==> config.mk <==
export PLATFORM = sky130hd
export DESIGN_NAME = bcd_sum_scheduler
export DESIGN_NICKNAME = d
export VERILOG_FILES = /design/src/rtl/bcd_sum_pkg.sv /design/src/rtl/bcd_sum_scheduler_arb.sv /design/src/rtl/bcd_sum_scheduler.sv
export SDC_FILE = /design/constraint.sdc
export NUM_CORES = 1
export LEC_CHECK = 0
export ABC_CLOCK_PERIOD_IN_PS = 2900
export BUFFER_PORTS_ARGS = -buffer_cell sky130_fd_sc_hd__buf_2
export CORE_AREA = 2 2 157 159
export CTS_BUF_LIST = sky130_fd_sc_hd__clkbuf_4 sky130_fd_sc_hd__clkbuf_8
export DETAILED_ROUTE_END_ITERATION = 12
export DIE_AREA = 0 0 159 161
export SKIP_LAST_GASP = 1
export SLEW_MARGIN = 20
export SYNTH_ARGS = -nofsm -noshare
export SYNTH_HDL_FRONTEND = slang
export SYNTH_SLANG_ARGS = --single-unit
==> constraint.sdc <==
create_clock -name clk -period 2.9 [get_ports clk]
set_clock_uncertainty 0.05 [all_clocks]
set_input_delay 0.58 -clock clk [delete_from_list [all_inputs] [get_ports clk]]
set_output_delay 0.58 -clock clk [all_outputs]
set_load 0.02 [all_outputs]
==> src/rtl/bcd_sum_pkg.sv <==
// Shared constants for the BCD summator scheduler.
// Register map of the summator slave and scheduler FSM state codes.
package bcd_sum_pkg;

  localparam int unsigned SUM_ARG1_OFS     = 0;
  localparam int unsigned SUM_ARG2_OFS     = 4;
  localparam int unsigned SUM_RES_OFS      = 8;
  localparam int unsigned SUM_STATUS_OFS   = 12;
  localparam int unsigned SUM_STATUS_START = 1;

  typedef logic [3:0] state_t;

  localparam state_t S_IDLE     = 4'd0;
  localparam state_t S_GRANT    = 4'd1;
  localparam state_t S_WR_A     = 4'd2;
  localparam state_t S_WR_B     = 4'd3;
  localparam state_t S_WR_GO    = 4'd4;
  localparam state_t S_RD_RES   = 4'd5;
  localparam state_t S_POLL_GAP = 4'd6;
  localparam state_t S_RD_ST    = 4'd7;
  localparam state_t S_RESP     = 4'd8;

endpackage

==> src/rtl/bcd_sum_scheduler_arb.sv <==
// Combinational round-robin arbiter: first request at or after ptr wins.
// Outputs a one-hot grant, the winner index and an any-grant flag.
module rr_arbiter
  import bcd_sum_pkg::*;
#(
  parameter int NUM_REQ = 4,
  parameter int IW      = $clog2(NUM_REQ)
) (
  input  logic [NUM_REQ-1:0] req,
  input  logic [IW-1:0]      ptr,
  output logic [NUM_REQ-1:0] gnt,
  output logic [IW-1:0]      idx,
  output logic               gnt_any
);

  logic [IW-1:0] j;

  always_comb begin
    gnt     = '0;
    idx     = '0;
    gnt_any = 1'b0;
    j       = '0;
    for (int k = 0; k < NUM_REQ; k++) begin
      j = IW'((int'(ptr) + k) % NUM_REQ);
      if (!gnt_any && req[j]) begin
        gnt[j]  = 1'b1;
        idx     = j;
        gnt_any = 1'b1;
      end
    end
  end

endmodule

==> src/rtl/bcd_sum_scheduler.sv <==
// APB master sharing one BCD summator between NUM_REQ requesters.
// Define BCD_SCHED_TIMEOUT_EN to add a pready watchdog on ACCESS.
module bcd_sum_scheduler
  import bcd_sum_pkg::*;
#(
  parameter int          NUM_REQ          = 4,
  parameter int unsigned summatorBaseAddr = 0,
  parameter int          addrWidth        = 32,
  parameter int          dataWidth        = 32,
  parameter int          maxPoll          = 15,
  parameter int          timeoutCycles    = 255
) (
  input  logic                         clk,
  input  logic                         reset_n,
  input  logic [NUM_REQ-1:0]           req_valid,
  output logic [NUM_REQ-1:0]           req_ready,
  input  logic [NUM_REQ*dataWidth-1:0] req_arg1,
  input  logic [NUM_REQ*dataWidth-1:0] req_arg2,
  output logic                         rsp_valid,
  output logic [$clog2(NUM_REQ)-1:0]   rsp_id,
  output logic [dataWidth-1:0]         rsp_sum,
  output logic                         rsp_overflow,
  output logic                         rsp_error,
  output logic                         aps_psel,
  output logic                         aps_penable,
  output logic                         aps_pwrite,
  output logic [addrWidth-1:0]         aps_paddr,
  output logic [dataWidth-1:0]         aps_pwdata,
  input  logic [dataWidth-1:0]         aps_prdata,
  input  logic                         aps_pready,
  input  logic                         aps_pslverr
);

  localparam int IW = $clog2(NUM_REQ);
  localparam int PW = $clog2(maxPoll + 2);

  state_t               state;
  logic                 acc;
  logic [IW-1:0]        rr_ptr;
  logic [dataWidth-1:0] arg_a;
  logic [dataWidth-1:0] arg_b;
  logic [PW-1:0]        poll_cnt;
  logic [NUM_REQ-1:0]   gnt;
  logic [IW-1:0]        gidx;
  logic                 gany;
  logic                 xfer;
  logic                 wr;
  logic                 done;
  logic                 to_hit;
  logic [addrWidth-1:0] ofs;

  rr_arbiter #(
    .NUM_REQ (NUM_REQ),
    .IW      (IW)
  ) u_arb (
    .req     (req_valid),
    .ptr     (rr_ptr),
    .gnt     (gnt),
    .idx     (gidx),
    .gnt_any (gany)
  );

  always_comb begin
    xfer       = 1'b0;
    wr         = 1'b0;
    ofs        = '0;
    aps_pwdata = '0;
    unique case (state)
      S_WR_A: begin
        xfer       = 1'b1;
        wr         = 1'b1;
        ofs        = addrWidth'(SUM_ARG1_OFS);
        aps_pwdata = arg_a;
      end
      S_WR_B: begin
        xfer       = 1'b1;
        wr         = 1'b1;
        ofs        = addrWidth'(SUM_ARG2_OFS);
        aps_pwdata = arg_b;
      end
      S_WR_GO: begin
        xfer       = 1'b1;
        wr         = 1'b1;
        ofs        = addrWidth'(SUM_STATUS_OFS);
        aps_pwdata = dataWidth'(SUM_STATUS_START);
      end
      S_RD_RES: begin
        xfer = 1'b1;
        ofs  = addrWidth'(SUM_RES_OFS);
      end
      S_RD_ST: begin
        xfer = 1'b1;
        ofs  = addrWidth'(SUM_STATUS_OFS);
      end
      default: ;
    endcase
  end

  assign aps_psel    = xfer;
  assign aps_penable = xfer & acc;
  assign aps_pwrite  = wr;
  assign aps_paddr   = xfer ? addrWidth'(summatorBaseAddr) + ofs : '0;
  assign done        = aps_penable & aps_pready;
  assign req_ready   = (state == S_GRANT) ? gnt : '0;
  assign rsp_valid   = (state == S_RESP);

`ifdef BCD_SCHED_TIMEOUT_EN
  localparam int TW = $clog2(timeoutCycles + 1);
  logic [TW-1:0] to_cnt;

  always_ff @(posedge clk) begin
    if (!reset_n || !aps_penable || aps_pready)
      to_cnt <= '0;
    else
      to_cnt <= to_cnt + 1'b1;
  end

  assign to_hit = aps_penable && !aps_pready &&
                  (to_cnt == TW'(timeoutCycles - 1));
`else
  localparam int unused_timeout = timeoutCycles;
  assign to_hit = 1'b0;
`endif

  always_ff @(posedge clk) begin
    if (!reset_n) begin
      state        <= S_IDLE;
      acc          <= 1'b0;
      rr_ptr       <= '0;
      arg_a        <= '0;
      arg_b        <= '0;
      poll_cnt     <= '0;
      rsp_id       <= '0;
      rsp_sum      <= '0;
      rsp_overflow <= 1'b0;
      rsp_error    <= 1'b0;
    end else begin
      unique case (state)
        S_IDLE: if (|req_valid) state <= S_GRANT;
        S_GRANT: begin
          if (gany) begin
            rsp_id       <= gidx;
            arg_a        <= req_arg1[gidx*dataWidth +: dataWidth];
            arg_b        <= req_arg2[gidx*dataWidth +: dataWidth];
            rr_ptr       <= (int'(gidx) == NUM_REQ - 1) ? '0 : gidx + 1'b1;
            rsp_sum      <= '0;
            rsp_overflow <= 1'b0;
            rsp_error    <= 1'b0;
            poll_cnt     <= '0;
            acc          <= 1'b0;
            state        <= S_WR_A;
          end else begin
            state <= S_IDLE;
          end
        end
        S_WR_A, S_WR_B, S_WR_GO, S_RD_RES, S_RD_ST: begin
          if (!acc) begin
            acc <= 1'b1;
          end else if (done) begin
            acc <= 1'b0;
            if (wr && aps_pslverr) begin
              rsp_error <= 1'b1;
              state     <= S_RESP;
            end else begin
              unique case (state)
                S_WR_A:  state <= S_WR_B;
                S_WR_B:  state <= S_WR_GO;
                S_WR_GO: state <= S_RD_RES;
                S_RD_RES: begin
                  if (!aps_pslverr) begin
                    rsp_sum <= aps_prdata;
                    state   <= S_RD_ST;
                  end else if (poll_cnt == PW'(maxPoll)) begin
                    rsp_error <= 1'b1;
                    state     <= S_RESP;
                  end else begin
                    poll_cnt <= poll_cnt + 1'b1;
                    state    <= S_POLL_GAP;
                  end
                end
                default: begin
                  rsp_overflow <= aps_prdata[0];
                  state        <= S_RESP;
                end
              endcase
            end
          end else if (to_hit) begin
            // watchdog abandons the job; any partial sum is not reported
            acc       <= 1'b0;
            rsp_sum   <= '0;
            rsp_error <= 1'b1;
            state     <= S_RESP;
          end
        end
        S_POLL_GAP: state <= S_RD_RES;
        S_RESP:     state <= S_IDLE;
        default:    state <= S_IDLE;
      endcase
    end
  end

endmodule

Word-level counts from Yosys, hierarchy flattened
Cells that the tools add are included.

storage, ports and cells
  register bits after elaboration = 112
  input bits = 296

operators by class
  add/subtract/negate cells = 5
  order comparisons = 8
  eq/ne operators = 23
  shift operators = 2
  multiplexer cells = 75
  bitwise gates (word level) = 5
  reductions and logical operators = 25

operators by type and width
  operator                                                            number
  indexed part select 128 x 8 -> 32 bit                               2
  two-way mux 32 bit                                                  7
  one-hot mux 32 bit (3 select lines)                                 1
  one-hot mux 32 bit (2 select lines)                                 1
  two-way mux 4 bit                                                   11
  two-way mux 5 bit                                                   7
  one-hot mux 4 bit (4 select lines)                                  2
  two-way mux 1 bit                                                   27
  == test 4 x 3 -> 1 bit (second input constant)                      4
  AND reduction 7 bit                                                 2
  less-than comparator 2 x 3 -> 1 bit (second input constant)         4
  two-way mux 2 bit                                                   6
  != test 2 bit (second input constant)                               6
  bitwise OR 4 bit                                                    3
  one-hot mux 4 bit (3 select lines)                                  1
  one-hot mux 5 bit (2 select lines)                                  1
  != test 3 x 1 -> 1 bit (second input constant)                      3
  binary-select mux 1 bit (select 2 bit)                              4
  demux 1 bit (select 2 bit)                                          4
  == test 4 x 2 -> 1 bit (second input constant)                      2
  greater-or-equal comparator 2 x 1 -> 1 bit (second input constant)  4
  logical AND 1 bit                                                   8
  != test 2 x 1 -> 1 bit (second input constant)                      4
  AND reduction 8 bit                                                 1
  19 further kinds                                                    28

Depth between registers and ports, before layout
Gate-level depths: netlist of the first run.

  depth after elaboration = 14
  gate-level depth with buffers = 14
  mapped depth without buffers = 8

Hierarchy
A second synthesis of the first run with hierarchy kept.

unflattened totals
  cell total of the unflattened synthesis = 750
  area, all modules = 6897.9 sq um

modules (own cells, without submodules)
  module             times used  cells each  area an instance (sq um)
  bcd_sum_scheduler  1           705         6475.0
  rr_arbiter         1           45          422.9

Least setup slack after synthesis of the first run
OpenSTA, ideal clock, no wires.

  kind = register to output
  from = reg rr_ptr[0]
  to = out req_ready[0]
  arrival = 2.449 ns
  data required time = 2.270 ns
  path slack = -0.179 ns
  stages on the path, launching flop included = 10
  path through = dfxtp_1 buf_4 inv_1 ha_1 mux4_2 buf_4 nor3_1 and2_1 a221oi_1 nor2_1

on the way
  word-level cells in the longest chain between the ends = 13
  elaborated cells between the ends (all ways) = 48
  those cells by class = add/sub (3); order compare (8); mux (24); bitwise (3); reduce/logical (10)

RTL lines
  what                                                                          RTL line                     RTL
  start, declared                                                               bcd_sum_scheduler.sv:39      logic [IW-1:0] rr_ptr;
  start signal, assigned                                                        bcd_sum_scheduler.sv:145     rr_ptr <= (int'(gidx) == NUM_REQ - 1) ? '0 : gidx + 1'b1;
  branches (longest 11 deep; another with less-than comparator 2 x 3 -> 1 bit)  n/a
  two-way mux 4 bit *                                                           bcd_sum_scheduler_arb.sv:25  if (!gnt_any && req[j]) begin
  two-way mux 4 bit *                                                           bcd_sum_scheduler.sv:104     assign req_ready = (state == S_GRANT) ? gnt : '0;
  end, declared                                                                 bcd_sum_scheduler.sv:16      output logic [NUM_REQ-1:0] req_ready,

Every way passes the cells marked *. The select of a mux whose other input is x is not followed.

Final worst setup path of the first run
  from = reg rr_ptr[0]
  to = out req_ready[2]

Same word-level chain as after synthesis.

==> flow_summary.yaml, run 1 <==
logic_synthesis:
  netlist.area_leader.share: 0.3049
  synth_common_cells: "131 x nand3_1, 112 x dfxtp_1, 104 x o21ai_0, 75 x clkbuf_1, 75 x nand2_1"
  synth_area_sq_um: 7353
  synth_area_per_cell_sq_um: 7.984
  synth_cell_types: 57
  synthCells: 921
  ys_ff_latch: 112
  yosysMostFrequentCell: "nand3_1"
  synth.largest_area_cell: "dfxtp_1"
  synth_area_leaders: "dfxtp_1 30%, mux2i_1 9.0%, nand3_1 8.9%"
  synth_ff_type: "dfxtp_1"
  synthArstFlopShare: 0
  ys_warn_count: 0
  synth-seq-area-share: 0.3049
  synth_edf_count: 0
detailed_routing:
  vias: 8199
  drtIter0Drc: 522
  finalWirelength_microns: 28210
  drcViolationCount: 0
  wl_per_cell_microns: 17.72
  via_per_inst: 5.150
  drtAntennaViolNets: 0
  drt_pass1_iterations: 5
clocking:
  cts_tree: "built"
  clock-sinks: 112
  htree_num_levels: 3
  numCtsBuffers: 9
  clock_path_buffers: 2
  clk_pin_slew_ps: 120
  root_buffer: "clkbuf_8"
  clkLatencyLatePin_ps: 380
layout:
  design_area_sq_um: 9988
  finalNonFillerCells: 1592
  fillerInstances: 2509
  fin_nets: 1564
  area_growth_syn_to_layout_pct: 35.83
  drive_above_1_share: 0.3785
floorplan:
  dieWidth_microns: 159
  io_pins: 404
  fp.coreArea_sq_um: 23960
  initial_core_util: 0.3069
  fp-row-count: 57
  fp.dieArea_sq_um: 25600
  die_height_microns: 161
status:
  violations: "negative setup slack"
  outcome: "complete, but fails checks"
global_route:
  grt_max_degree: 65
  track_usage: 0.2106
  grt_pass1_vias: 7746
  gr-total-overflow: 0
  grt_pass1_wl_microns: 42950
  grt_antenna_before_repair: 5
sta:
  fin_ws_ps: -145.3
  relSlewSlack: 0.6332
  fmax_mhz: 328.4
  tns_ps: -609.7
  rsz0062_at_grt: "yes"
  final.period_utilization: 1.050
  drv_slew: 0
  setup_viol: 6
  hold_violations: 0
  worst_slew_pin_slew_ps: 550.1
  layout_min_cycle_time_ps: 3045
critical_path:
  path_class: "reg -> out"
  rr_startpoint: "rr_ptr[0]$_SDFFE_PN0N_"
  worstSetupEndpoint: "req_ready[2]"
  critPathLaunchType: "register"
  cp.required_ps: 2270
  crit_fanout: 7
  reg2reg_to: "arg_b[31]$_SDFFE_PN0N_"
  startpoint: "rr_ptr[0]$_SDFFE_PN0N_"
  cp.arrival_ps: 2420
  rr_worst_depth: 13
  endpoint_kind: "output pin"
  r2r_setup_slack_ps: -20
power_and_ir_drop:
  p_int_mw: 4.803
  peakVddDrop_mv: 0.5069
  p_leak_nw: 4.631
  p_per_area_nw_per_um2: 899.8
  clockPowerShare: 0.106
  swShare: 0.4655
  seqPwrFrac: 0.262
  p_sw_mw: 4.184
  power_frac_comb: 0.632
placed_design:
  globalplace.congestion: 0.8700
  port_buffers: 373
  post_dp_cell_area_sq_um: 9588
  dpl.cell_count: 1563
  dp_slack_ps: 25.83
  dpl.hpwl_microns: 20690
min_path:
  hp-start: "aps_prdata[7]"
  hp-class: "in -> reg"
job:
  cap_violations: 0
-- state kept, by name, summed over array words and instances (netlist names), 2 cells and up --
name	cells
rsp_sum	32
arg_a	32
rsp_id	2
rr_ptr	2
state	4
arg_b	32
poll_cnt	5
-- worst min path at each step --
stage / end / slack, ps / cells past startpoint
global placement: rsp_sum[3]$_SDFFE_PN0P_ / 400 / 2
floorplan: arg_b[11]$_SDFFE_PN0N_ / 390 / 2
finish: rsp_sum[7]$_SDFFE_PN0P_ / 380 / 3
global route: rsp_sum[7]$_SDFFE_PN0P_ / 360 / 3
CTS: rsp_sum[30]$_SDFFE_PN0P_ / 360 / 3
detailed placement: rsp_sum[2]$_SDFFE_PN0P_ / 410 / 2
-- kinds of logic (layout without fill, tap and decap cells) --
family                     after synthesis  after routing  synth area share
adders and majority gates               10             10           0.01702
and+or+nand+nor                        278            278            0.1833
xor gates and xnor gates                 3              3          0.003574
AOI/OAI and AO/OA                      314            314            0.2905
muxes                                   72             72            0.1052
other                                    1             35         0.0005100
buffers and inverters                  131            444           0.09512
DFF                                    112            112            0.3049
-- final cells by class --
type | instances | area (sq um) | share of cell area
antenna | 5 | 12.51 | 0.001253
clock buffer | 11 | 138.9 | 0.01390
clock inverter | 5 | 46.29 | 0.004635
inverter | 8 | 30.03 | 0.003006
multi-input combinational | 707 | 4666 | 0.4671
sequential | 112 | 2245 | 0.2247
tap | 324 | 405.4 | 0.04059
timing repair buffer | 420 | 2445 | 0.2448
-- critical path: stages, from the launching register on --
cell      delay [ps]
dfxtp_2          350
inv_2             50
ha_4             260
mux4_2           630
nor2b_4          240
a22oi_2           70
nor2_1           140
a221oi_2          50
nor2_2           100
buf_6            130
-- cells in the final DEF, fill, tap and decap left out, drive strengths merged, types with 10 or more instances in the layout --
| cell | n |
|---|---|
| buf | 419 |
| nand3 | 131 |
| dfxtp | 112 |
| o21ai | 106 |
| nand2 | 75 |
| mux2i | 66 |
| o211ai | 63 |
| a21o | 63 |
| a22o | 31 |
| nor2 | 31 |
| conb | 30 |
| a21oi | 15 |
| inv | 13 |
| clkbuf | 12 |
| ha | 10 |
-- metal layers --
layer / part of all wire / global-route usage / up-vias / routed length [microns]
li1: - / - / 4004 / -
met1: 0.44 / 0.2781 / 3828 / 12330
met2: 0.47 / 0.3449 / 328 / 13390
met3: 0.063 / 0.03878 / 39 / 1787
met4: 0.025 / 0.07686 / 0 / 701
met5: 0 / 0 / - / 0
-- repair_timing --
item | in CTS | in global routing
pin swaps | 3 | 4
hold buffers | 0 | 0
gates resized for setup | 14 | 15
cloned | 0 | 1
setup endpoints to repair | 4 | 49
setup buffers | 3 | 4
-- stage by stage --
stage / hold slack [ps] / utilization / power (mW)
final: 379.7 / 0.4168 / 8.987
after global routing: 360.1 / 0.4168 / 9.627
after CTS: 357.6 / 0.4110 / 8.743
after detailed placement: 406.6 / 0.4001 / 7.653
after global placement: 399.1 / 0.4001 / 7.587
after floorplan: 393.1 / - / 6.053
-- power by group through the flow --
stage	combinational (mW)	clock, mW	sequential [mW]
after floorplan	3.69	0	2.36
after global placement	5.21	0	2.38
after detailed placement	5.26	0	2.39
after CTS	5.39	0.998	2.36
after global routing	6.16	1.05	2.42
final	5.68	0.952	2.35
Note: power is estimated with default switching activity, not from simulation.
==> inputs of run 2 (changes only) <==
Settings changed: ABC_CLOCK_PERIOD_IN_PS 2900 to 3250.
Clock period 2.9 ns to 3.25 ns, I/O delays scaled along.
==> flow_summary.yaml, run 2 (same netlist as run 1, synthesis figures left out) <==
placed_design:
  dpl.hpwl_microns: 20380
  dp_slack_ps: 223.8
  port_buffers: 373
  globalplace.congestion: 0.8829
min_path:
  min_path_cells: 2
  hp-start: "rsp_sum[3]$_SDFFE_PN0P_"
  hp-class: "reg -> reg"
sta:
  relSlewSlack: 0.5340
  setup_viol: 0
  layout_min_cycle_time_ps: 3166
  final.period_utilization: 0.9743
  fmax_mhz: 315.8
  drv_slew: 0
  worst_slew_pin_slew_ps: 692.7
  fin_ws_ps: 83.63
  rsz0062_at_grt: "yes"
  hold_violations: 0
clocking:
  numCtsBuffers: 9
  cts.hold.buffers_added: 0
  clock-sinks: 112
  htree_num_levels: 3
  clock_path_buffers: 2
  root_buffer: "clkbuf_8"
  cts_tree: "built"
  clk_pin_slew_ps: 110
  clkLatencyLatePin_ps: 370
layout:
  fillerInstances: 2518
  top_regs: "arg_a (32), arg_b (32), rsp_sum (32)"
  final_common_cell: "buf_2"
  seqCellArea_sq_um: 2245
  area_growth_syn_to_layout_pct: 32.53
  multi_input_area_sq_um: 4629
  fin_util: 0.4067
  fin_nets: 1546
  final_cell_mix: "370 x buf_2, 130 x nand3_1, 110 x dfxtp_1"
  drive_above_1_share: 0.3622
detailed_routing:
  drcViolationCount: 0
  finalWirelength_microns: 28260
  via_per_inst: 5.195
  drtIter0Drc: 500
  drtAntennaViolNets: 0
  vias: 8172
  drt_pass1_iterations: 5
  wl_per_cell_microns: 17.96
power_and_ir_drop:
  p_leak_nw: 4.527
  peakVddDrop_mv: 0.4592
  p_per_area_nw_per_um2: 786.9
job:
  cap_violations: 0
critical_path:
  cp.arrival_ps: 2470
  cp.required_ps: 2550
  path_class: "reg -> out"
  critPathLaunchType: "register"
  slowest_delay_ps: 640
  endpoint_kind: "output pin"
  crit_chain: "inv_4 -> ha_4 -> mux4_2 -> nor2b_4 -> a22oi_2 -> nor2_1 -> a221oi_2 -> nor2_1 -> buf_4"
  cp_slowest_cell: "mux4_2"
  crit_fanout: 7
  rr_worst_depth: 10
  rr_startpoint: "rr_ptr[0]$_SDFFE_PN0N_"
  crit_path_frequent_cell: "nor2_1"
  startpoint: "rr_ptr[0]$_SDFFE_PN0N_"
status:
  outcome: "completed"
global_route:
  gr-total-overflow: 0
  grt_antenna_before_repair: 6
  grt_max_degree: 68
  track_usage: 0.2089
  grt_pass1_wl_microns: 42660
  grt_pass1_vias: 7656
floorplan:
  fp.dieArea_sq_um: 25600
  initial_core_util: 0.3069
  die_height_microns: 161
  fp.coreArea_sq_um: 23960
  fp-row-count: 57
  io_pins: 404
  dieWidth_microns: 159
==> run 2: final cells by class <==
class                   count  share of cell area
multi-input cells         707              0.4750
flip-flops and latches    112              0.2303
repair buffers            402              0.2288
well taps                 324             0.04160
clock buffers              11             0.01489
clock inverters             5            0.004750
inverters                   8            0.003595
diodes                      4            0.001027
==> run 2: layer usage <==
layer,track usage,vias up,wire (microns)
met2,0.3449,332,13320
li1,-,3959,-
met1,0.2686,3820,12210
met4,0.08264,4,812
met3,0.04263,57,1887
met5,0,-,27
==> run 2: power breakdown <==
group          switching (mW)  internal, mW
combinational            2.78          1.89
sequential              0.310          1.82
clock                   0.534         0.326
==> run 2: final timing paths <==
path                                                end  slack (ps)
worst min-delay path            rsp_sum[3]$_SDFFE_PN0P_         430
worst min register to register  rsp_sum[3]$_SDFFE_PN0P_         430
worst max register to register   arg_b[24]$_SDFFE_PN0N_         360
worst max-delay path                       req_ready[3]          80
==> run 2: through the flow <==
stage / instances / hold slack (ps) / setup TNS, ps / instance area [sq um] / total power [mW]
2_1_floorplan: 950 / 393.1 / 0 / 7462 / 5.361
3_3_place_gp: 1547 / 399.8 / 0 / 9419 / 6.616
3_5_place_dp: 1547 / 408.4 / 0 / 9419 / 6.663
4_1_cts: 1565 / 422.1 / 0 / 9646 / 7.595
5_1_grt: 1573 / 430.4 / -101.6 / 9746 / 8.196
6_report: 1573 / 425.0 / 0 / 9746 / 7.669
==> run 2: worst max-delay path: cells and delay by family (launching register included) <==
family,cells,cell delay [ps]
AND/OR/NAND/NOR,3,480
adder cells (fa/ha/maj),1,280
flip-flops,1,370
AO/OA/AOI/OAI,2,130
buffers and inverters,2,200
multiplexers,1,640
==> run 2: what timing repair did <==
item,in CTS,in global routing
cloned,0,0
setup buffers,2,4
pin swaps,0,5
gates resized for setup,4,17
setup endpoints to repair,4,4
